--- src/rtl/cam_pkg.sv ---
// Shared definitions for the camera capture path: FSM state encoding and
// the default stored-frame geometry.
package cam_pkg;

    typedef enum logic [1:0] {
        ST_IDLE   = 2'd0,
        ST_ARMED  = 2'd1,
        ST_ACTIVE = 2'd2,
        ST_DONE   = 2'd3
    } cam_state_t;

    localparam int CAM_H_PIX   = 160;
    localparam int CAM_V_LINES = 120;

endpackage

--- src/rtl/sync_edge_det.sv ---
// One-register edge detector for a level input on the pixel clock: the
// registered copy is compared against the live input to form 1-cycle pulses.
module sync_edge_det (
    input  logic clk,
    input  logic reset,
    input  logic d,
    output logic rise,
    output logic fall
);

    logic q;

    // NOTE: sequential state uses <= only, so every flop samples pre-edge values.
    always_ff @(posedge clk) begin
        if (reset) q <= 1'b0;
        else       q <= d;
    end

    assign rise = d & ~q;
    assign fall = q & ~d;

endmodule

--- src/rtl/frame_addr_gen.sv ---
// Frame-buffer write-address generator: follows vsync/href timing and issues
// one registered write strobe and address per kept pixel of an armed frame.
module frame_addr_gen
    import cam_pkg::*;
#(
    parameter int H_PIX   = CAM_H_PIX,
    parameter int V_LINES = CAM_V_LINES,
    parameter int AW      = 15,
    parameter int SUB_X   = 1,
    parameter int SUB_Y   = 1
) (
    input  logic          pclk,
    input  logic          in_reset,
    input  logic          start,
    input  logic          continuous,
    input  logic          vsync,
    input  logic          href,
    input  logic          px_valid,
    output logic          wr_en,
    output logic [AW-1:0] wr_addr,
    output logic          busy,
    output logic          frame_done,
    output logic          err_line,
    output logic          err_frame
);

    localparam int COL_W  = $clog2(H_PIX + 1);
    localparam int LINE_W = $clog2(V_LINES + 1);
    localparam logic [COL_W-1:0]  H_MAX  = COL_W'(H_PIX);
    localparam logic [LINE_W-1:0] V_MAX  = LINE_W'(V_LINES);
    localparam logic [AW-1:0]     H_STEP = AW'(H_PIX);

    cam_state_t        state, state_next;
    logic              set_err_frame;
    logic              vs_rise, vs_fall, hr_rise, hr_fall;
    logic [COL_W-1:0]  col_cnt;
    logic [LINE_W-1:0] line_cnt;
    logic [AW-1:0]     line_base;
    logic              x_phase, y_phase, x_ph_cur;
    logic              line_keep, px_keep, px_cand, px_kept, px_take, px_over;
    logic              line_end, frame_enter;

    sync_edge_det u_vs_det (
        .clk   (pclk),
        .reset (in_reset),
        .d     (vsync),
        .rise  (vs_rise),
        .fall  (vs_fall)
    );

    sync_edge_det u_hr_det (
        .clk   (pclk),
        .reset (in_reset),
        .d     (href),
        .rise  (hr_rise),
        .fall  (hr_fall)
    );

    always_ff @(posedge pclk) begin
        if (in_reset) state <= ST_IDLE;
        else          state <= state_next;
    end

    // NOTE: defaults first so no path through this block can infer a latch.
    always_comb begin
        state_next    = state;
        set_err_frame = 1'b0;
        case (state)
            ST_IDLE:   if (start) state_next = ST_ARMED;
            ST_ARMED:  if (vs_fall) state_next = ST_ACTIVE;
            ST_ACTIVE: begin
                if (line_cnt == V_MAX) begin
                    state_next = ST_DONE;
                end else if (vs_rise) begin
                    state_next    = ST_DONE;
                    set_err_frame = 1'b1;
                end
            end
            ST_DONE:   state_next = continuous ? ST_ARMED : ST_IDLE;
            default:   state_next = ST_IDLE;
        endcase
    end

    assign busy       = (state == ST_ARMED) || (state == ST_ACTIVE);
    assign frame_done = (state == ST_DONE);

    // The x phase restarts on the very cycle href rises, so the first pixel
    // of a line is always kept.
    assign x_ph_cur    = hr_rise ? 1'b0 : x_phase;
    assign line_keep   = (SUB_Y == 1) || !y_phase;
    assign px_keep     = (SUB_X == 1) || !x_ph_cur;
    assign px_cand     = (state == ST_ACTIVE) && px_valid && href;
    assign px_kept     = px_cand && line_keep && px_keep && (state_next == ST_ACTIVE);
    assign px_take     = px_kept && (col_cnt < H_MAX);
    assign px_over     = px_kept && (col_cnt == H_MAX);
    assign line_end    = (state == ST_ACTIVE) && hr_fall;
    assign frame_enter = (state == ST_ARMED) && vs_fall;

    always_ff @(posedge pclk) begin
        if (in_reset) begin
            wr_en     <= 1'b0;
            wr_addr   <= '0;
            err_line  <= 1'b0;
            err_frame <= 1'b0;
            col_cnt   <= '0;
            line_cnt  <= '0;
            line_base <= '0;
            x_phase   <= 1'b0;
            y_phase   <= 1'b0;
        end else begin
            wr_en <= px_take;
            if (px_take) wr_addr <= line_base + AW'(col_cnt);

            if ((state == ST_IDLE) && start) begin
                err_line  <= 1'b0;
                err_frame <= 1'b0;
            end
            if (set_err_frame) err_frame <= 1'b1;

            if (frame_enter) begin
                col_cnt   <= '0;
                line_cnt  <= '0;
                line_base <= '0;
                x_phase   <= 1'b0;
                y_phase   <= 1'b0;
            end else if (line_end) begin
                y_phase <= (SUB_Y == 2) ? ~y_phase : 1'b0;
                x_phase <= 1'b0;
                col_cnt <= '0;
                // Each kept line starts on its own H_PIX boundary, whatever
                // length the previous line turned out to be.
                if (line_keep) begin
                    if (col_cnt != H_MAX) err_line <= 1'b1;
                    line_base <= line_base + H_STEP;
                    line_cnt  <= line_cnt + 1'b1;
                end
            end else begin
                if (px_cand)      x_phase <= (SUB_X == 2) ? ~x_ph_cur : 1'b0;
                else if (hr_rise) x_phase <= 1'b0;
                if (px_take) col_cnt  <= col_cnt + 1'b1;
                if (px_over) err_line <= 1'b1;
            end
        end
    end

endmodule

--- config.mk ---
export PLATFORM = sky130hd
export DESIGN_NAME = frame_addr_gen
export DESIGN_NICKNAME = d
export VERILOG_FILES = /design/src/rtl/cam_pkg.sv /design/src/rtl/sync_edge_det.sv /design/src/rtl/frame_addr_gen.sv
export SDC_FILE = /design/constraint.sdc
export NUM_CORES = 1
export LEC_CHECK = 0
export CORE_MARGIN = 2
export CORE_UTILIZATION = 50
export CTS_CLUSTER_DIAMETER = 150
export DETAILED_ROUTE_END_ITERATION = 8
export MAX_ROUTING_LAYER = met4
export PLACE_DENSITY = 0.75
export REMOVE_ABC_BUFFERS = 1
export SYNTH_ARGS = -nofsm -noshare
export SYNTH_HDL_FRONTEND = slang
export SYNTH_SLANG_ARGS = --single-unit
--- constraint.sdc ---
create_clock -name pclk -period 2.7 [get_ports pclk]
set_input_delay 0.675 -clock pclk [delete_from_list [all_inputs] [get_ports pclk]]
set_output_delay 0.675 -clock pclk [all_outputs]
set_load 0.02 [all_outputs]
# Word level (Yosys, flattened, before mapping)
# Index checks and enable logic that the tools add are counted.
totals:
  input_bits: 7
  elab_cells: 57
  register_bits: 52
  output_inout_bits: 20
op_classes:
  bitwise_logic: 6
  n_lt_le_gt_ge: 1
  reduce_logical: 13
  n_addsub: 4
  eq_ne: 7
  n_mux: 16
op_table:
  columns: ["cell", "count"]
  rows:
  - ["$add 15x8->15", 1]
  - ["$add 15x8->15 const B", 1]
  - ["$mux 1", 11]
  - ["$add 8x1->8 const B", 1]
  - ["$eq 8x8->1 const B", 1]
  - ["$logic_and 1x1->1", 8]
  - ["$lt 8x8->1 const B", 1]
  - ["$mux 2", 4]
  - ["$ne 8x8->1 const B", 1]
  - ["$pmux 2 s4", 1]
  - ["$add 7x1->7 const B", 1]
  - ["$eq 7x7->1 const B", 1]
  - ["$eq 2x2->1 const B", 3]
  - ["$and 1x1->1", 3]
  - ["$not 1->1", 3]
  - ["$reduce_or 3->1", 1]
  - ["$eq 2x1->1 const B", 1]
  - ["$logic_not 2->1", 1]
  - ["$reduce_bool 2->1", 1]
  - ["$reduce_or 2->1", 1]
  - ["$logic_or 1x1->1", 1]

# Longest topological paths before layout
depth:
  word_depth: 11
  ltp_mapped: 9
  mapped_depth_nobuf: 7

# Hierarchy
# A second synthesis with hierarchy kept.
hier_totals:
  hier_cells: 269
  hier_area_um2: 2406.1
by_module_without_submodules:
  columns: ["module", "area_per_inst_um2", "cells_each", "seq_area_each_um2", "n_inst"]
  rows:
  - ["frame_addr_gen", 2328.5, 261, 900.9, 1]
  - ["sync_edge_det", 38.8, 4, 20.0, 2]

# Least setup slack after synthesis
# Ideal clock, no wire load.
synth_timing:
  kind: "register to register"
  startpoint: "register state[0]"
  endpoint: "register col_cnt[2]"
  t_required_ns: 2.630
  arrival_time_ns: 2.008
  stages_incl_launch_ff: 9
  path_buffers: 1
  setup_slack_ns: 0.622
  setup_time_ns: 0.070
  period_less_slack_ns: 2.078
  path_cell_list: "dfxtp_1 inv_1 ha_1 a211o_1 a211oi_4 o31ai_2 buf_6 or4_1 a21oi_1"
synth_via:
  elab_chain_cells: 6
  elab_cells_between_ends: 17
  classes_between: "eq/ne (4); mux (5); reduce/logical (8)"
synth_rtl:
  columns: ["element", "line", "rtl"]
  rows:
  - ["start, declared", "frame_addr_gen.sv:33", "cam_state_t state, state_next;"]
  - ["start signal, assigned", "frame_addr_gen.sv:61", "else state <= state_next;"]
  - ["$mux 2", "frame_addr_gen.sv:74", "end else if (vs_rise) begin"]
  - ["$mux 2", "frame_addr_gen.sv:72", "if (line_cnt == V_MAX) begin"]
  - ["$pmux 2 s4", "frame_addr_gen.sv:68", "case (state)"]
  - ["$eq 2x2->1", "frame_addr_gen.sv:93", "assign px_kept = px_cand && line_keep && px_keep && (state_next == ST_ACTIVE);"]
  - ["$logic_and 1x1->1", "frame_addr_gen.sv:93", null]
  - ["$logic_and 1x1->1", "frame_addr_gen.sv:94", "assign px_take = px_kept && (col_cnt < H_MAX);"]
  - ["end signal, assigned", "frame_addr_gen.sv:140", "if (px_take) col_cnt <= col_cnt + 1'b1;"]
  - ["end, declared", "frame_addr_gen.sv:36", "logic [COL_W-1:0] col_cnt;"]
# Parallel ways exist; a longest one is shown, timed or not.
# A chain may end at the register's enable or synchronous reset.

# Worst setup path after layout
layout_timing:
  startpoint: "register state[0]"
  endpoint: "output port busy"
layout_via:
  elab_chain_cells: 2
  elab_cells_between_ends: 3
  classes_between: "eq/ne (2); reduce/logical (1)"
layout_rtl:
  columns: ["element", "line", "rtl"]
  rows:
  - ["$eq 2x1->1 or $eq 2x2->1 (tied branches)", "frame_addr_gen.sv:84", "assign busy = (state == ST_ARMED) || (state == ST_ACTIVE);"]
  - ["$logic_or 1x1->1 *", "frame_addr_gen.sv:84", null]
  - ["end, declared", "frame_addr_gen.sv:21", "output logic busy,"]
# Mark *: on every way between the ends. The rest lies on a longest branch, timed or not.

==> results.cfg <==
[timing]
max_freq_mhz = 413
period_minus_slack_ns = 2.42
hold_violations = 0
worst_pin_slew_ns = 0.389
relSlewSlack = 0.739
final-setup-viol-count = 0
post-route-period-util = 0.896
rsz0062_at_grt = false
slew_viol_final = 0
fin_skew_ns = 0.00388
fin_tns_setup_ns = 0

[clocking]
cts_buffer_depth = 2
clk_pin_slew_ns = 0.08
hold_buffers = 0
numCtsBuffers = 5
cts.sinks = 47
htree_levels = 2
clk-insertion-delay-late_ns = 0.30
post_cts_buffers = 0
cts_resized = 0
root_buffer = clkbuf_8
cts_tree = built

[global_routing]
grt_max_degree = 25
grt_overflow = 0
grt_pass1_wl_um = 8420
grt_usage = 0.209
grt_pass1_vias = 1915
antenna_found_initial = 0

[synthesis]
synth_edf_count = 0
synth_ff_type = dfxtp_1
syn_area_um2 = 2330
ys_seq_area_frac = 0.403
synth_common_cells = dfxtp_1 (47), a21oi_1 (30), nor2_1 (25), nand2_1 (20), nand3_1 (17)
netlist.top_cell.by_area = dfxtp_1
synth_cells = 272
synthDominantCellAreaShare = 0.403
synth_seq_cells = 47
ys_warn_count = 0
yosys-top-cells-area = dfxtp_1 (40%), ha_1 (7.0%), a21oi_1 (6.4%)
ys_types = 45
async_reset_ff_frac = 0
yosysMostFrequentCell = dfxtp_1
syn_avg_cell_area_um2 = 8.57

[floorplan]
initial_core_util = 0.528
pin_count = 27
die_h_um = 72.3
core_area_um2 = 4410
row_count = 24
die-area_um2 = 5230
fp.dieW_um = 72.3

[layout]
final_cell_count_no_fill = 355
drive_gt1_frac = 0.0693
syn_to_final_growth_pct = 19.5
n_antenna_cell = 0
layout.nets = 323
finish.instance_area_um2 = 2790

[hold_path]
holdPathStages = 2
whs_endpoint = wr_addr[2]
hold_start = wr_addr[2]
hold_path.class = reg2reg

[worst_setup_path]
end_kind = output port
arrival_ns = 1.74
crit_path_start_kind = flip-flop
r2r_start = state[0]
cp_max_fo = 6
r2r-end = col_cnt[5]
cp.required_ns = 2.03
r2r_cells = 8
r2r_slack_ns = 0.30
worstSetupPathType = reg2out

[pwr]
p_leak_nw = 0.968
ir_drop_uv = 284
pwr_density_cell_nw_per_um2 = 459

[routing]
avgViaCountPerCell = 5.45
routedWlPerCell_um = 13.3
drt_iter0_markers = 145
first_pass_iters = 4
drtAntennaViolNets = 0
drc_errors = 0
via_count = 1936
wirelength_um = 4710

[status]
outcome = complete, no violations

[place]
hpwl_um = 3390
routabilityCongestion = 0.807
dpl_cell_area_um2 = 2680
dp.cells = 347
port_buffers = 26

[job]
maxCapViolCount = 0
critical path, cell delays in order, from the launching register on:
cell,delay [ns]
dfxtp_1,0.44
inv_1,0.12
ha_1,0.29
clkdlybuf4s50_1,0.60
worst max path at each step:
stage | start | endpoint | slack, ns | cells after the start
after floorplan | state[0] | wr_addr[6] | 0.45 | 7
after global placement | continuous | col_cnt[5] | 0.06 | 7
after global routing | state[0] | col_cnt[5] | 0.10 | 8
after CTS | state[0] | busy | 0.26 | 3
final | state[0] | busy | 0.28 | 3
after detailed placement | continuous | col_cnt[5] | 0.02 | 7
per-layer routing:
metal / track usage / vias up / wire [µm]
met5: - / - / 0
met4: 0.0797 / 0 / 70
met3: 0.0375 / 5 / 116
met2: 0.341 / 22 / 2290
met1: 0.256 / 895 / 2240
li1: - / 1014 / -
logic make-up (layout without fill, tap and decap cells):
family | count (synthesis) | in the layout | share of synthesized area
AND/OR/NAND/NOR | 92 | 92 | 0.194
buffers and inverters | 28 | 59 | 0.0504
multiplexers | 1 | 1 | 0.00429
flip-flops | 47 | 47 | 0.403
adder cells (fa/ha/maj) | 14 | 14 | 0.0783
XOR/XNOR | 21 | 21 | 0.0789
AO/OA/AOI/OAI | 69 | 69 | 0.190
state kept, by name, indices dropped and copies added, names as in the netlist:
signal / count
wr_en: 1
state: 2
line_base: 10
u_vs_det.q: 1
line_cnt: 7
u_hr_det.q: 1
col_cnt: 8
err_frame: 1
wr_addr: 15
err_line: 1
cells in the final DEF (no fill, tap or decap), types with 2 or more instances in the layout:
| master | instances |
|---|---|
| a21oi_1 | 30 |
| a311oi_1 | 7 |
| and3_1 | 2 |
| buf_4 | 9 |
| clkbuf_8 | 7 |
| clkdlybuf4s50_1 | 26 |
| dfxtp_1 | 47 |
| ha_1 | 13 |
| inv_1 | 15 |
| nand2_1 | 20 |
| nand3_1 | 17 |
| nand4_1 | 4 |
| nor2_1 | 25 |
| nor2b_1 | 5 |
| nor3_1 | 5 |
| nor3b_1 | 2 |
| o21ai_0 | 14 |
| o31ai_1 | 4 |
| or3_1 | 3 |
| or4_1 | 4 |
| xnor2_1 | 11 |
| xor2_1 | 10 |
final cells by class:
class,instances,area (µm²)
fill,395,1630
multi-input combinational,197,1270
sequential,47,941
timing repair buffer,36,348
clock buffer,7,96.3
tap,52,65.1
inverter,15,56.3
clock inverter,1,7.51
report_power, final:
group	switching (mW)	internal (mW)	total, mW
Sequential	0.00737	0.699	0.706
Clock	0.234	0.233	0.467
Combinational	0.0628	0.0441	0.107
metrics by stage:
stage | power [mW] | hold slack (ns) | setup WS, ns | util
after floorplan | 0.786 | 0.462 | 0.450 | -
after global placement | 0.827 | 0.463 | 0.0586 | 0.608
after detailed placement | 0.829 | 0.466 | 0.0177 | 0.608
after CTS | 1.30 | 0.478 | 0.264 | 0.632
after global routing | 1.33 | 0.495 | 0.104 | 0.632
final | 1.28 | 0.476 | 0.281 | 0.632
(Power assumes the default switching activity.)
